===== src/rtl/uart_pkg.sv =====
// Shared UART definitions: transmitter state encoding and 8N1 frame constants.
package uart_pkg;

    typedef enum logic [1:0] {
        IDLE  = 2'd0,
        START = 2'd1,
        DATA  = 2'd2,
        STOP  = 2'd3
    } uart_tx_state_t;

    localparam int   DATA_BITS = 8;
    localparam logic START_LVL = 1'b0;
    localparam logic STOP_LVL  = 1'b1;
    localparam logic IDLE_LVL  = 1'b1;

endpackage


===== src/rtl/uart_baud_cnt.sv =====
// Bit-period counter: counts 0..CLKS_PER_BIT-1 while enabled, ticks on the last count.
module uart_baud_cnt #(
    parameter int CLKS_PER_BIT = 868
) (
    input  logic CLK_I,
    input  logic RST_NI,
    input  logic clear,
    input  logic enable,
    output logic tick
);

    localparam int CNT_W = $clog2(CLKS_PER_BIT);
    localparam logic [CNT_W-1:0] LAST = CNT_W'(CLKS_PER_BIT - 1);

    logic [CNT_W-1:0] cnt;

    assign tick = enable && !clear && (cnt == LAST);

    // Wrapping on tick restarts the count at every state entry from a running state.
    always_ff @(posedge CLK_I or negedge RST_NI) begin
        if (!RST_NI) begin
            cnt <= '0;
        end else if (clear || tick) begin
            cnt <= '0;
        end else if (enable) begin
            cnt <= cnt + 1'b1;
        end
    end

endmodule


===== src/rtl/uart_tx.sv =====
// 8N1 UART transmitter pulling bytes from a show-ahead FIFO; back-to-back frames without idle gaps.
module uart_tx
    import uart_pkg::*;
#(
    parameter int CLKS_PER_BIT = 868
) (
    input  logic       CLK_I,
    input  logic       RST_NI,
    input  logic       FIFO_EMPTY_I,
    input  logic [7:0] FIFO_DATA_I,
    output logic       FIFO_RE_O,
    output logic       TX_O,
    output logic       BUSY_O,
    output logic       DONE_O
);

    uart_tx_state_t       state, state_d;
    logic [DATA_BITS-1:0] shreg, shreg_d;
    logic [2:0]           bit_idx, bit_idx_d;
    logic                 tx_q, tx_d;
    logic                 tick;
    logic                 pop;
    logic                 done;

    uart_baud_cnt #(
        .CLKS_PER_BIT(CLKS_PER_BIT)
    ) u_baud (
        .CLK_I (CLK_I),
        .RST_NI(RST_NI),
        .clear (state == IDLE),
        .enable(state != IDLE),
        .tick  (tick)
    );

    always_comb begin
        state_d   = state;
        shreg_d   = shreg;
        bit_idx_d = bit_idx;
        pop       = 1'b0;
        done      = 1'b0;
        case (state)
            IDLE: begin
                if (!FIFO_EMPTY_I) begin
                    pop       = 1'b1;
                    shreg_d   = FIFO_DATA_I;
                    bit_idx_d = '0;
                    state_d   = START;
                end
            end
            START: begin
                if (tick) begin
                    bit_idx_d = '0;
                    state_d   = DATA;
                end
            end
            DATA: begin
                if (tick) begin
                    shreg_d   = shreg >> 1;
                    bit_idx_d = bit_idx + 3'd1;
                    if (bit_idx == 3'(DATA_BITS - 1)) state_d = STOP;
                end
            end
            STOP: begin
                if (tick) begin
                    done = 1'b1;
                    if (!FIFO_EMPTY_I) begin
                        pop       = 1'b1;
                        shreg_d   = FIFO_DATA_I;
                        bit_idx_d = '0;
                        state_d   = START;
                    end else begin
                        state_d = IDLE;
                    end
                end
            end
            default: state_d = IDLE;
        endcase
    end

    // Line level is registered from the next state so TX_O changes exactly on state edges.
    always_comb begin
        tx_d = IDLE_LVL;
        case (state_d)
            START:   tx_d = START_LVL;
            DATA:    tx_d = shreg_d[0];
            STOP:    tx_d = STOP_LVL;
            default: tx_d = IDLE_LVL;
        endcase
    end

    always_ff @(posedge CLK_I or negedge RST_NI) begin
        if (!RST_NI) begin
            state   <= IDLE;
            shreg   <= '0;
            bit_idx <= '0;
            tx_q    <= IDLE_LVL;
        end else begin
            state   <= state_d;
            shreg   <= shreg_d;
            bit_idx <= bit_idx_d;
            tx_q    <= tx_d;
        end
    end

    // The pop strobe is combinational from FIFO_EMPTY_I, so reset must mask it directly.
    assign FIFO_RE_O = pop && RST_NI;
    assign DONE_O    = done;
    assign BUSY_O    = (state != IDLE);
    assign TX_O      = tx_q;

endmodule


===== config.mk =====
export PLATFORM = sky130hd
export DESIGN_NAME = uart_tx
export DESIGN_NICKNAME = d
export VERILOG_FILES = /design/src/rtl/uart_pkg.sv /design/src/rtl/uart_baud_cnt.sv /design/src/rtl/uart_tx.sv
export SDC_FILE = /design/constraint.sdc
export NUM_CORES = 1
export LEC_CHECK = 0
export BUFFER_PORTS_ARGS = -buffer_cell sky130_fd_sc_hd__buf_2
export CORE_ASPECT_RATIO = 1.2
export CORE_MARGIN = 5
export CORE_UTILIZATION = 60
export CTS_BUF_LIST = sky130_fd_sc_hd__clkbuf_8
export CTS_CLUSTER_DIAMETER = 120
export DETAILED_ROUTE_END_ITERATION = 10
export PLACE_DENSITY = 0.89
export SLEW_MARGIN = 0
export SYNTH_ARGS = -nofsm -noshare
export SYNTH_HDL_FRONTEND = slang
export SYNTH_HIERARCHICAL = 1
export SYNTH_SLANG_ARGS = --single-unit

===== constraint.sdc =====
create_clock -name CLK_I -period 3.79 [get_ports CLK_I]
set_clock_uncertainty 0.2 [all_clocks]
set_input_delay 0.5685 -clock CLK_I [delete_from_list [all_inputs] [get_ports CLK_I]]
set_output_delay 0.5685 -clock CLK_I [all_outputs]
set_load 0.005 [all_outputs]

==> metrics.md, run 1 <==
| Metric | Value |
|---|---|
| CP endpoint kind | `output pin` |
| DR pass1 iterations | `4` |
| Metal-1 WL | `1150 um` |
| Unique masters post-synth | `42` |
| Top Layer Used | `met4` |
| Total CTS buffers | `3` |
| Post-DR vias/cell | `6.02` |
| Post-CTS Setup Inserts | `0` |
| FFs w/ async S/R, synth | `100%` |
| Fin cells | `181` |
| Sw frac | `36.4%` |
| Mapped cell area | `0.00139 mm2` |
| Worst Hold Class | `in2async` |
| CP Max Fanout | `12` |
| Final Hold Viols | `0` |
| RSZ-0062 raised after global routing | `no` |
| CP Class | `reg2out` |
| Final setup TNS | `0 ns` |
| DRT iter0 DRCs | `64` |
| Layout cells sized above 1 | `19.3%` |
| # IOs | `15` |
| Max Cap Viol | `0` |
| Cell internal pwr | `0.000506 W` |
| Die Footprint | `0.00338 mm2` |
| Clk network pwr share | `21.1%` |
| DR vias | `1090` |
| Net Count, Synth | `roughly 160` |
| Worst Tran Pin Value | `around 0.55 ns` |
| Hold buffer count at CTS | `0` |
| Die X | `53.9 um` |
| RD Place Congestion | `roughly 0.84` |
| Fin. max-slew vios | `0` |
| Minimum clock period | `3.23 ns` |
| LEAKAGE | `0.709 nW` |
| Pwr dens | `527 mW/mm2` |
| WP data arrival | `2.46 ns` |
| Main flop type after synthesis | `dfrtp_1` |
| DRC | `0` |
| WL met3 | `74 um` |
| Port buffer count | `14` |
| Final Net Count | `~170` |
| Number of global-route vias before repair | `1066` |
| Detailed Place HPWL | `1960 um` |
| Comb power frac | `around 36%` |
| Metal2 WL | `1420 um` |
| Commonest non-fill, non-tap cell in the layout | `dfrtp_1` |
| Sequential power share | `42.6%` |
| Pin count of the biggest net entering global routing | `26` |
| Antenna diode count | `0` |
| CTS tree | `done` |
| Initial core utilization | `61.6%` |
| Setup Viol. Count Final | `0` |
| Cells after Synth | `138` |
| Register bit count reported by yosys | `24` |
| # rows | `19` |
| Clk sinks | `24` |
| GRT Overall Usage | `18.1%` |
| Initial antenna violation count | `0` |
| CTS resizes | `0` |
| Minimum hold slack | `0.0864 ns` |
| Worst slew margin | `63.3%` |
| CTS Root Cell | `clkbuf_8` |
| Placed cells | `177` |
| Die Ht | `roughly 63 um` |
| Antenna viol nets, final | `0` |
| Core Box Area | `0.00226 mm2` |
| Crit path required time | `between 3 and 4 ns` |
| CTS clk-pin slew, worst paths | `0.08 ns` |
| H-tree depth | `1` |
| Most frequent cells in the layout | `23 x dfrtp_1, 14 x buf_2, 12 x a22o_1` |
| Seq/Total Area, Yosys | `43.3%` |
| Yosys warns | `6` |
| Switch Pwr | `0.000290 W` |
| Area Overhead vs Synth | `8.55%` |
| Grt ovf | `0` |
| Final period util | `85.3%` |
| First-pass GRT wire length | `approximately 4600 um` |
| Worst-Skew Late Latency | `0.26 ns` |
| Post-layout util | `66.8%` |
| Post-synth EDFFs | `0` |
| Drt total wl | `around 2700 um` |
| Routed len/inst | `14.8 um` |
| Status | `completed` |
| Max Buffers Root-to-Sink | `2` |
| Peak supply drop | `0.319 mV` |
| Syn avg cell area | `between 10 and 15 um2` |
| Fmax | `0.309 GHz` |
| Critical Path Start Type | `flip-flop` |
power by group through the flow:
stage | combinational (W) | clock, W | sequential, W
6_report | 0.000289 | 0.000168 | 0.000339
5_1_grt | 0.000324 | 0.000189 | 0.000346
4_1_cts | 0.000289 | 0.000174 | 0.000338
3_5_place_dp | 0.000288 | 0 | 0.000343
3_3_place_gp | 0.000275 | 0 | 0.000339
2_1_floorplan | 0.000233 | 0 | 0.000333
final timing paths:
kind,startpoint,end,slack [ns],depth (start not counted)
max in group asynchronous,RST_NI,TX_O,2.94,1
min in group CLK_I,bit_idx[1],bit_idx[1],0.29,2
worst min-delay path,RST_NI,u_baud/cnt[8],0.09,1
worst max register to register,state[1],TX_O,1.05,11
worst min register to register,bit_idx[1],bit_idx[1],0.29,2
worst max-delay path,state[1],FIFO_RE_O,0.56,9
Yosys cell counts (all sizes together) (3+ instances only):
cell type / instances / area, um2
or3: 3 / 18.8
nand3: 6 / 30.0
o21bai: 3 / 22.5
nand2: 9 / 33.8
a22o: 12 / 105
ha: 7 / 87.6
nor3: 3 / 20.0
nor2: 10 / 40.0
nand4: 6 / 43.8
dfrtp: 23 / 576
inv: 6 / 22.5
o21ai: 6 / 33.8
a21oi: 10 / 57.6
buf: 7 / 52.5
final cells by class:
cell class | count | area, um2
fillers | 164 | 749
flip-flops and latches | 24 | 602
multi-input cells | 101 | 713
inverters | 6 | 22.5
well taps | 31 | 38.8
repair buffers | 15 | 77.6
clock buffers | 4 | 55.1
worst max-delay path, stage by stage (launching register included):
cell,delay (ns)
dfrtp_1,0.38
inv_1,0.11
ha_1,0.29
inv_1,0.32
nand4_1,0.19
nor3_1,0.20
buf_4,0.19
a21oi_2,0.10
nor4b_1,0.26
buf_2,0.16
flip-flops by register name (all words and copies together) (netlist names):
| signal | flops |
|---|---|
| state | 2 |
| shreg | 8 |
| u_baud/cnt | 10 |
| bit_idx | 3 |
| TX_O | 1 |
kinds of logic after synthesis:
family                   after synthesis  share of synthesized area [%]
AND/OR/NAND/NOR                       49                           20.4
multiplexers                           3                           2.25
AO/OA/AOI/OAI                         38                           19.8
adder cells (fa/ha/maj)                7                           6.30
buffers and inverters                 13                           5.40
XOR/XNOR                               4                           2.52
flip-flops                            24                           43.3
routing by layer:
| metal | vias up | GRT usage [%] |
|---|---|---|
| li1 | 535 | - |
| met1 | 528 | 21.9 |
| met2 | 23 | 29.7 |
| met3 | 4 | 3.10 |
| met4 | 0 | 8.95 |
| met5 | - | 0 |
per-stage QoR:
step	power, W	setup slack [ns]	cell area [um2]
3_5_place_dp	0.000631	0.861	1450
5_1_grt	0.000859	0.341	1510
2_1_floorplan	0.000566	1.12	1390
6_report	0.000796	0.558	1510
4_1_cts	0.000802	0.556	1510
3_3_place_gp	0.000615	1.01	1450
Note: power is estimated with default switching activity, not from simulation.
==> run 2, diff against run 1 <==
--- a/config.mk
+++ b/config.mk
@@ -7,2 +7,3 @@
 export LEC_CHECK = 0
+export ABC_AREA = 1
 export BUFFER_PORTS_ARGS = -buffer_cell sky130_fd_sc_hd__buf_2
--- a/constraint.sdc
+++ b/constraint.sdc
@@ -4,2 +4,2 @@
 set_output_delay 0.5685 -clock CLK_I [all_outputs]
-set_load 0.005 [all_outputs]
+set_load 0.02 [all_outputs]
==> metrics.md, run 2 <==
| Metric | Value |
|---|---|
| H-tree depth | `1 (unchanged)` |
| Core Box Area | `0.00248 mm2 (+9.7%)` |
| Worst path top cell family by delay | `simple AND/OR/NAND/NOR gates` |
| CP most frequent cell | `inv_1` |
| Final setup TNS | `0 ns (unchanged)` |
| Max FFs per register | `10 (unchanged)` |
| Status | `completed` |
| Critical Path Start Type | `flip-flop` |
| Main flop type after synthesis | `dfrtp_1` |
| Number of global-route vias before repair | `1429 (+34%)` |
| Comb power frac | `4.2% (-32 points)` |
| CP Class | `reg2out` |
| Syn avg cell area | `7.32 um2 (-27%)` |
| Most flops, register | `u_baud/cnt` |
| GRT Overall Usage | `19.8% (+1.7 points)` |
| Clk sinks | `24 (unchanged)` |
| Die X | `56.0 um (+3.8%)` |
| Most common cell in the netlist | `nand2_1` |
| Post-DR vias/cell | `5.40 (-10%)` |
| Reg area | `602 um2 (unchanged)` |
| Largest regs | `u_baud/cnt: 10 flops, shreg: 8 flops, bit_idx: 3 flops` |
| Unique masters post-synth | `26 (-38%)` |
| Sw frac | `21.5% (-15 points)` |
| Fillers | `212 (+29%)` |
| Initial core utilization | `61.5% (-0.087 points)` |
| Clk network pwr share | `35.8% (+15 points)` |
| CTS clk-pin slew, worst paths | `0.08 ns (about the same)` |
| Cell internal pwr | `0.000335 W (-34%)` |
| FFs w/ async S/R, synth | `100% (unchanged)` |
| CP endpoint kind | `output pin` |
| Net Count, Synth | `226 (+45%)` |
| LEAKAGE | `0.886 nW (+25%)` |
| Final Net Count | `245 (+45%)` |
| Grt ovf | `0 (unchanged)` |
| CTS tree | `done` |
| Post-synth top cells | `53 x nand2_1, 30 x inv_1, 24 x nor2_1` |
| Final period util | `81.1% (-4.2 points)` |
| Mapped cell area | `0.00152 mm2 (+9.5%)` |
| Worst Tran Pin Value | `0.369 ns (-0.181 ns)` |
| Setup Viol. Count Final | `0 (unchanged)` |
| Total CTS buffers | `3 (unchanged)` |
| Most frequent cells in the layout | `53 x nand2_1, 31 x inv_1, 24 x nor2_1` |
| Crit path required time | `3.02 ns (about the same)` |
| CTS resizes | `0 (unchanged)` |
| Layout cells sized above 1 | `14.6% (-4.7 points)` |
| Worst-Skew Late Latency | `0.27 ns (about the same)` |
| Top-area cell type share of the netlist area | `37.8% (-3.6 points)` |
| Minimum clock period | `3.07 ns (-0.159 ns)` |
| Minimum hold slack | `0.0696 ns (-0.0168 ns)` |
| Pin count of the biggest net entering global routing | `26 (unchanged)` |
| Final Hold Viols | `0 (unchanged)` |
| Post-synth EDFFs | `0 (unchanged)` |
| Max Cap Viol | `0 (unchanged)` |
| DR pass1 iterations | `4 (unchanged)` |
| RD Place Congestion | `0.851 (+1.1%)` |
| Port buffer count | `14 (unchanged)` |
| Seq/Total Area, Yosys | `39.5% (-3.8 points)` |
| Worst slew margin | `75.4% (+12 points)` |
| Die Ht | `65.2 um (+3.9%)` |
| CTS Root Cell | `clkbuf_8` |
| Hold buffer count at CTS | `0 (unchanged)` |
| CP max stage delay | `0.44 ns (+0.06 ns)` |
| Antenna viol nets, final | `0 (unchanged)` |
| First-pass GRT wire length | `5820 um (+27%)` |
| Worst path bufs/invs | `4 (unchanged)` |
| Area Overhead vs Synth | `10.0%` |
| Antenna diode count | `0 (unchanged)` |
| Slowest cell on crit path | `dfrtp_1` |
| Max Buffers Root-to-Sink | `2 (unchanged)` |
| Commonest non-fill, non-tap cell in the layout | `nand2_1` |
| # rows | `20 (+1)` |
| Register bit count reported by yosys | `24 (unchanged)` |
| RSZ-0062 raised after global routing | `no` |
| Switch Pwr | `0.0000917 W (-68%)` |
| Drt total wl | `3200 um (+19%)` |
| WP data arrival | `2.30 ns (-0.16 ns)` |
| Yosys warns | `6 (unchanged)` |
| Setup WS pre-CTS | `1.03 ns (+0.171 ns)` |
| Peak supply drop | `0.195 mV (-39%)` |
| Fmax | `0.325 GHz (+5.2%)` |
| Post-CTS Setup Inserts | `0 (unchanged)` |
| DRC | `0 (unchanged)` |
| Routed len/inst | `12.3 um (-17%)` |
| DR vias | `1398 (+28%)` |
| Area of the multi-input gates | `778 um2 (+9.1%)` |
| Cells after Synth | `208 (+51%)` |
| DRT iter0 DRCs | `52 (-19%)` |
| CP Max Fanout | `10 (-2)` |
| Sequential power share | `60.0% (+17 points)` |
| Pwr dens | `255 mW/mm2 (-52%)` |
| Fin. max-slew vios | `0 (unchanged)` |
| Number of stages on the worst setup path | `10 (+1)` |
| Post-route setup slack | `0.718 ns (+0.159 ns)` |
| # IOs | `15 (unchanged)` |
| Worst Hold Class | `in2async` |
| Area leader, netlist | `dfrtp_1` |
| Detailed Place HPWL | `2430 um (+24%)` |
| Synth top area cells | `dfrtp_1 38%, nand2_1 13%, inv_1 7.4%` |
| Initial antenna violation count | `0 (unchanged)` |
| Die Footprint | `0.00365 mm2 (+7.9%)` |
| Post-layout util | `67.6% (+0.81 points)` |
| FF-to-FF path depth | `10 (-1)` |
| Worst-path cell chain | `inv_1 > ha_1 > inv_1 > nand3_1 > nor4_1 > buf_4 > nand2_1 > nand2_2 > and3_1 > buf_2` |
==> run 2: kinds of logic after synthesis <==
kind of cell / synth area share [%]
adder cells (fa/ha/maj): 5.75
flip-flops: 39.5
AND/OR/NAND/NOR: 32.5
XOR/XNOR: 1.15
AO/OA/AOI/OAI: 11.7
buffers and inverters: 9.37
==> run 2: layout make-up <==
type,count,area share (%)
clock buffer,3,2.46
clock inverter,1,0.224
tap,33,2.46
multi-input combinational,150,46.5
inverter,31,6.95
sequential,24,35.9
timing repair buffer,17,5.53
==> run 2: worst paths after layout <==
| path | slack (ns) | start | to |
|---|---|---|---|
| max | 0.72 | state[1] | FIFO_RE_O |
| min | 0.07 | RST_NI | u_baud/cnt[0] |
| max reg2reg | 1.36 | state[1] | shreg[6] |
| min reg2reg | 0.30 | bit_idx[0] | bit_idx[0] |
| max in group asynchronous | 3.03 | RST_NI | TX_O |
| min in group CLK_I | 0.30 | bit_idx[0] | bit_idx[0] |
==> run 2: worst register-to-register path: cells and delay by family (launching register included) <==
family / cells / cell delay [ns]
buffers and inverters: 3 / 0.43
AO/OA/AOI/OAI: 2 / 0.36
flip-flops: 1 / 0.44
adder cells (fa/ha/maj): 1 / 0.28
AND/OR/NAND/NOR: 4 / 0.65
==> run 2: power by group through the flow <==
stage	Sequential [W]	Clock [W]	Combinational, W
after CTS	0.000256	0.000160	0.0000184
after floorplan	0.000261	0	0.00000666
final	0.000256	0.000153	0.0000180
after global routing	0.000256	0.000173	0.0000210
after global placement	0.000261	0	0.0000180
after detailed placement	0.000261	0	0.0000183
==> run 2: through the flow <==
step / power [W] / area (um2) / cells
final: 0.000427 / 1680 / 259
after detailed placement: 0.000279 / 1630 / 255
after global routing: 0.000450 / 1680 / 259
after floorplan: 0.000268 / 1520 / 208
after global placement: 0.000279 / 1630 / 255
after CTS: 0.000434 / 1680 / 259
==> run 2: layer usage <==
layer  part of all wire, %  global-route usage, %  routed length, um  vias to the layer above
li1                      -                      -                  -                      715
met1                    40                   20.7               1280                      647
met2                    53                   38.3               1700                       30
met3                   5.1                   4.13                164                        6
met4                   1.6                   7.42                 50                        0
met5                     0                      0                  0                        -
